## src/rtl/addsub_pkg.sv

```systemverilog
`default_nettype none
// ============================================================================
// Module      : addsub_pkg
// Description : Shared constants and the add/subtract helper used by the
//               round-robin scheduler and the standalone datapath block.
// Revision    : 1.0 - initial release
// ============================================================================
package addsub_pkg;

  // Operation encoding carried on req_mode
  localparam logic MODE_ADD = 1'b0;
  localparam logic MODE_SUB = 1'b1;

  // Default sizing for the scheduler
  localparam int c_def_width = 8;
  localparam int c_def_n_req = 4;

  // Widest operand the helper handles; callers zero-extend and truncate
  localparam int c_max_width = 64;

  // Subtract is A + two's complement of B; carry/borrow falls off the top
  // once the caller truncates to its own width.
  function automatic logic [c_max_width-1:0] addsub(
    input logic [c_max_width-1:0] a,
    input logic [c_max_width-1:0] b,
    input logic                   mode
  );
    if (mode == MODE_SUB) begin
      return a + (~b + {{(c_max_width-1){1'b0}}, 1'b1});
    end
    return a + b;
  endfunction

endpackage : addsub_pkg
`default_nettype wire

```

## src/rtl/addsub_rr_scheduler_rr_arbiter.sv

```systemverilog
`default_nettype none
// ============================================================================
// Module      : rr_arbiter
// Description : Combinational round-robin arbiter. Searches from
//               last_grant+1 upward, wrapping modulo N; the first active
//               request wins. Grant is suppressed when enable is low.
// Revision    : 1.0 - initial release
// ============================================================================
module rr_arbiter #(
  parameter  int N   = 4,
  localparam int IDW = (N > 1) ? $clog2(N) : 1
) (
  input  logic [N-1:0]   req,
  input  logic [IDW-1:0] last_grant,
  input  logic           enable,
  output logic [N-1:0]   grant,
  output logic [IDW-1:0] grant_idx
);

  logic           w_found;
  logic [IDW-1:0] w_cand;

  // Rotating priority search starting just after the previous winner
  always_comb begin
    w_found   = 1'b0;
    w_cand    = '0;
    grant_idx = '0;
    grant     = '0;
    for (int off = 1; off <= N; off++) begin
      w_cand = IDW'((int'(last_grant) + off) % N);
      if (!w_found && req[w_cand]) begin
        w_found   = 1'b1;
        grant_idx = w_cand;
      end
    end
    if (w_found && enable) begin
      grant[grant_idx] = 1'b1;
    end
  end

endmodule : rr_arbiter
`default_nettype wire

```

## src/rtl/addsub_rr_scheduler.sv

```systemverilog
`default_nettype none
// ============================================================================
// Module      : addsub_rr_scheduler
// Description : One shared add/subtract unit serving N_REQ requesters in
//               round-robin order. The winning operation is computed in the
//               accept cycle and held in a single-entry response register,
//               tagged with the requester index.
// Revision    : 1.0 - initial release
// ============================================================================
module addsub_rr_scheduler
  import addsub_pkg::*;
#(
  parameter  int N_REQ = c_def_n_req,
  parameter  int WIDTH = c_def_width,
  localparam int ID_W  = $clog2(N_REQ)
) (
  input  logic                   clk,
  input  logic                   rst,
  input  logic [N_REQ-1:0]       req_valid,
  output logic [N_REQ-1:0]       req_ready,
  input  logic [N_REQ*WIDTH-1:0] req_a,
  input  logic [N_REQ*WIDTH-1:0] req_b,
  input  logic [N_REQ-1:0]       req_mode,
  output logic                   rsp_valid,
  input  logic                   rsp_ready,
  output logic [WIDTH-1:0]       rsp_result,
  output logic [ID_W-1:0]        rsp_id,
  output logic [15:0]            busy_cnt
);

  localparam logic [15:0] c_cnt_max = 16'hFFFF;

  logic             r_rsp_valid;
  logic [WIDTH-1:0] r_rsp_result;
  logic [ID_W-1:0]  r_rsp_id;
  logic [ID_W-1:0]  r_last_grant;
  logic [15:0]      r_busy_cnt;

  logic             w_can_accept;
  logic             w_accept;
  logic [N_REQ-1:0] w_grant;
  logic [ID_W-1:0]  w_grant_idx;
  logic [WIDTH-1:0] w_a;
  logic [WIDTH-1:0] w_b;
  logic             w_mode;
  logic [WIDTH-1:0] w_result;

  // Slot is free when empty or being drained in this same cycle
  assign w_can_accept = !r_rsp_valid || rsp_ready;

  rr_arbiter #(
    .N (N_REQ)
  ) u_arb (
    .req        (req_valid),
    .last_grant (r_last_grant),
    .enable     (w_can_accept),
    .grant      (w_grant),
    .grant_idx  (w_grant_idx)
  );

  // Grant only ever lands on a valid requester, so ready doubles as handshake
  assign req_ready = w_grant;
  assign w_accept  = |w_grant;

  // Operand mux for the current arbitration winner
  always_comb begin
    w_a    = req_a[w_grant_idx*WIDTH +: WIDTH];
    w_b    = req_b[w_grant_idx*WIDTH +: WIDTH];
    w_mode = req_mode[w_grant_idx];
  end

  assign w_result = WIDTH'(addsub(c_max_width'(w_a), c_max_width'(w_b), w_mode));

  // Response register: load on accept (also when draining), clear on bare drain
  always_ff @(posedge clk or posedge rst) begin
    if (rst) begin
      r_rsp_valid  <= 1'b0;
      r_rsp_result <= '0;
      r_rsp_id     <= '0;
    end else if (w_accept) begin
      r_rsp_valid  <= 1'b1;
      r_rsp_result <= w_result;
      r_rsp_id     <= w_grant_idx;
    end else if (rsp_ready) begin
      r_rsp_valid  <= 1'b0;
    end
  end

  // Round-robin pointer; reset to the top index so requester 0 leads
  always_ff @(posedge clk or posedge rst) begin
    if (rst) begin
      r_last_grant <= ID_W'(N_REQ - 1);
    end else if (w_accept) begin
      r_last_grant <= w_grant_idx;
    end
  end

  // Accepted-operation counter, sticks at all-ones
  always_ff @(posedge clk or posedge rst) begin
    if (rst) begin
      r_busy_cnt <= '0;
    end else if (w_accept && (r_busy_cnt != c_cnt_max)) begin
      r_busy_cnt <= r_busy_cnt + 16'd1;
    end
  end

  assign rsp_valid  = r_rsp_valid;
  assign rsp_result = r_rsp_result;
  assign rsp_id     = r_rsp_id;
  assign busy_cnt   = r_busy_cnt;

endmodule : addsub_rr_scheduler
`default_nettype wire

```

## config.mk

```make
export PLATFORM = sky130hd
export DESIGN_NAME = addsub_rr_scheduler
export DESIGN_NICKNAME = d
export VERILOG_FILES = /design/src/rtl/addsub_pkg.sv /design/src/rtl/addsub_rr_scheduler_rr_arbiter.sv /design/src/rtl/addsub_rr_scheduler.sv
export SDC_FILE = /design/constraint.sdc
export NUM_CORES = 1
export LEC_CHECK = 0
export BUFFER_PORTS_ARGS = -buffer_cell sky130_fd_sc_hd__buf_2
export CAP_MARGIN = 20
export CORE_ASPECT_RATIO = 1.75
export CORE_UTILIZATION = 45
export CTS_CLUSTER_SIZE = 16
export DETAILED_ROUTE_END_ITERATION = 12
export PLACE_DENSITY_LB_ADDON = 0.3
export SLEW_MARGIN = 20
export SYNTH_ARGS = -nofsm -noshare
export SYNTH_HDL_FRONTEND = slang
export SYNTH_SLANG_ARGS = --single-unit
export TNS_END_PERCENT = 30
```

## constraint.sdc

```tcl
create_clock -name clk -period 9.8 [get_ports clk]
set_clock_uncertainty 0.1 [all_clocks]
set_input_delay 1.96 -clock clk [delete_from_list [all_inputs] [get_ports clk]]
set_output_delay 1.96 -clock clk [all_outputs]
set_load 0.01 [all_outputs]
```

==> load_flow_metrics.sql <==
INSERT INTO impl_metrics (metric_group, metric, value, unit) VALUES
('run_status', 'outcome', 'complete, but fails checks', ''),
('run_status', 'failed_checks', 'design-rule violations', ''),
('flow_run', 'max_cap_viol_count', '0', ''),
('floorplan', 'core-area', '5255', 'sq um'),
('route', 'drtAntennaViolNets', '0', ''),
('setup_path', 'setup.worst_path.end_class', 'output port', ''),
('timing', 'max-slew-margin-rel', '36.79', '%'),
('clocking', 'clkLatencyLatePin', '0.28', 'ns'),
('final_layout', 'final_common_cell', 'sky130_fd_sc_hd__buf_2', ''),
('setup_path', 'critical_path.cell_chain', 'buf_2 -> a21oi_1 -> a31oi_1 -> a21oi_4 -> nand2_1 -> nor2_1 -> buf_2', ''),
('route', 'top_layer_used', 'met4', ''),
('synth', 'synth_seq_area_share', '29.74', '%'),
('floorplan', 'die_height', '99.58', 'um'),
('clocking', 'numCtsBuffers', '5', ''),
('timing', 'final-setup-viol-count', '0', ''),
('placement', 'hpwl_after_detailed_placement', '4449', 'um'),
('setup_path', 'critPathBufInv', '2', ''),
('setup_path', 'cp_top_delay_family', 'compound AO/OA/AOI/OAI gates', ''),
('synth', 'synth_register_bits', '29', ''),
('clocking', 'cts.path.max_buffers', '2', ''),
('route', 'drt_iter0_drc', '67', ''),
('route', 'routed-wl-met2', '2930', 'um'),
('power', 'cellLeakagePower', '1.649', 'nW'),
('global_routing', 'wire_length_of_the_first_global_routing_pass', '8983', 'um'),
('min_path', 'min-delay-start', 'rsp_result[2]$_DFFE_PP0P_', ''),
('timing', 'timing.final.crit_period', '5.751', 'ns'),
('route', 'route.detailed.wl_per_inst', '12.34', 'um'),
('timing', 'slew_viol_final', '0', ''),
('clocking', 'post_cts_buffers', '0', ''),
('timing', 'hold_viol_final', '0', ''),
('final_layout', 'net_count_reported_at_finish', '466', ''),
('final_layout', 'mostFrequentLayoutCells', '105 x sky130_fd_sc_hd__buf_2, 35 x sky130_fd_sc_hd__mux2i_1, 27 x sky130_fd_sc_hd__dfrtp_1', ''),
('setup_path', 'timing.setup.critical_path_class', 'primary input to output port', ''),
('synth', 'synth_nets', '364', ''),
('clocking', 'cts_root_buffer', 'sky130_fd_sc_hd__clkbuf_8', ''),
('setup_path', 'ff2ff_setup_slack', '5.87', 'ns'),
('route', 'wl_met3', '283', 'um'),
('floorplan', 'core.rowCount', '35', ''),
('synth', 'post_synth.cell_area_avg', '9.035', 'sq um'),
('floorplan', 'io_pins', '106', ''),
('final_layout', 'syn2layout_area_growth', '27.90', '%'),
('route', 'total_number_of_vias', '2280', ''),
('setup_path', 'startpoint_type', 'primary input', ''),
('synth', 'post_synth_num_cell_types', '44', ''),
('min_path', 'hp-class', 'register to register', ''),
('power', 'p_per_area', '210.1', 'nW/um^2'),
('timing', 'final.setup.tns', '0', 'ns'),
('clocking', 'cts_hold_repair.buffers', '0', ''),
('timing', 'rsz0062_at_grt', 'no', ''),
('synth', 'synth_edf_count', '0', ''),
('global_routing', 'global_route.usage.total', '19.51', '%'),
('final_layout', 'final-instance-count-excl-fill', '429', ''),
('final_layout', 'n_antenna_cell', '0', ''),
('route', 'pre_repair_dr_iteration_count', '8', ''),
('synth', 'synth-warning-count', '0', ''),
('route', 'drt-met1-wl', '1933', 'um'),
('clocking', 'clk_pin_slew_worst_paths', '0.06', 'ns'),
('floorplan', 'die_width', '57.76', 'um'),
('setup_path', 'setup.worst_path.start', 'req_valid[0]', ''),
('synth', 'ys_async_rst_share', '100.0', '%'),
('route', 'avgViaCountPerCell', '5.315', ''),
('synth', 'synthesis.area', '2449', 'sq um'),
('final_layout', 'final_layout_size_suffix_gt1_share', '34.49', '%'),
('global_routing', 'grt_antenna_before_repair', '0', ''),
('placement', 'post-place-cells', '421', ''),
('setup_path', 'cp_data_required_time', '7.74', 'ns'),
('route', 'drt_drc_violations_left', '4', ''),
('setup_path', 'arrival', '3.69', 'ns'),
('global_routing', 'grt-ovfl-total', '0', ''),
('placement', 'gpl.final_weighted_congestion', '0.7827', ''),
('power', 'worst_ir_drop_vdd', '0.00009485', 'V');
Yosys cell counts (3+ instances only):
cell	count	area share (%)
sky130_fd_sc_hd__nand2b_1	6	1.5
sky130_fd_sc_hd__clkbuf_1	3	0.46
sky130_fd_sc_hd__dfrtp_1	27	28
sky130_fd_sc_hd__ha_1	16	8.2
sky130_fd_sc_hd__xor2_1	3	1.1
sky130_fd_sc_hd__o22ai_1	3	0.77
sky130_fd_sc_hd__nor2_1	16	2.5
sky130_fd_sc_hd__nand3_1	5	1.0
sky130_fd_sc_hd__xnor2_1	17	6.1
sky130_fd_sc_hd__o21ai_1	7	1.4
sky130_fd_sc_hd__mux2i_1	35	14
sky130_fd_sc_hd__o21bai_1	4	1.2
sky130_fd_sc_hd__and3_1	5	1.3
sky130_fd_sc_hd__nor2b_1	6	1.5
sky130_fd_sc_hd__mux2_2	3	1.4
sky130_fd_sc_hd__o21a_1	3	0.92
sky130_fd_sc_hd__nand4_1	5	1.3
sky130_fd_sc_hd__nand2_1	25	3.8
sky130_fd_sc_hd__buf_2	5	1.0
sky130_fd_sc_hd__a21oi_2	3	1.1
sky130_fd_sc_hd__o21ai_0	6	1.2
sky130_fd_sc_hd__inv_1	15	2.3
sky130_fd_sc_hd__a21oi_1	19	3.9
sky130_fd_sc_hd__a21o_1	4	1.2
sky130_fd_sc_hd__a211oi_1	6	1.8
tightest hold or removal path: stages (launching register included):
cell and delay [ns]:
sky130_fd_sc_hd__dfrtp_1 0.33, sky130_fd_sc_hd__nand2_1 0.05, sky130_fd_sc_hd__o21ai_1 0.06
logic make-up after synthesis:
| kind of cell | count (synthesis) | synth area share, % |
|---|---|---|
| buffers and inverters | 27 | 5.161 |
| multiplexers | 40 | 17.22 |
| flip-flops | 29 | 29.74 |
| AO/OA/AOI/OAI | 63 | 16.40 |
| adder cells (fa/ha/maj) | 18 | 9.811 |
| AND/OR/NAND/NOR | 74 | 14.51 |
| XOR/XNOR | 20 | 7.154 |
through the flow:
step	instance area, sq um	power (mW)	setup slack, ns	hold slack (ns)	util [%]
floorplan	2449	0.4599	4.239	0.3965	-
global placement	3003	0.5440	4.131	0.3602	57.14
detailed placement	3030	0.5562	4.043	0.3700	57.67
CTS	3132	0.6654	4.039	0.3850	59.60
global route	3132	0.7167	3.914	0.3973	59.60
finish	3132	0.6581	4.049	0.3798	59.60
metal layers:
metal	track usage [%]	up-vias
li1	-	1153
met1	17.32	1025
met3	3.771	14
met4	8.242	0
met2	40.07	88
met5	0	-
registers in the layout, summed over array words and instances, names as in the netlist:
name / cells
busy_cnt: 16
rsp_result: 8
rsp_id: 2
rsp_valid: 1
r_last_grant: 2
cell type report:
class                   instances  area (sq um)
well taps                      55         68.82
flip-flops and latches         29         728.2
repair buffers                107         560.5
fillers                       515          2123
clock inverters                 1         5.005
multi-input cells             215          1617
inverters                      15         56.30
clock buffers                   7         96.34
path summary, 6_finish.rpt:
kind,to,cells after the start
max,req_ready[2],7
min,rsp_result[2]$_DFFE_PP0P_,2
max reg2reg,rsp_result[7]$_DFFE_PP0P_,14
min reg2reg,rsp_result[2]$_DFFE_PP0P_,2
max in group asynchronous,busy_cnt[7]$_DFFE_PP0P_,3
min in group asynchronous,rsp_result[2]$_DFFE_PP0P_,2
report_power, final:
group          total [mW]  switching (mW)  internal (mW)
combinational       0.366           0.193          0.172
clock               0.107          0.0435         0.0633
sequential          0.186          0.0305          0.155
total               0.658           0.267          0.391
Note: power is estimated with default switching activity, not from simulation.
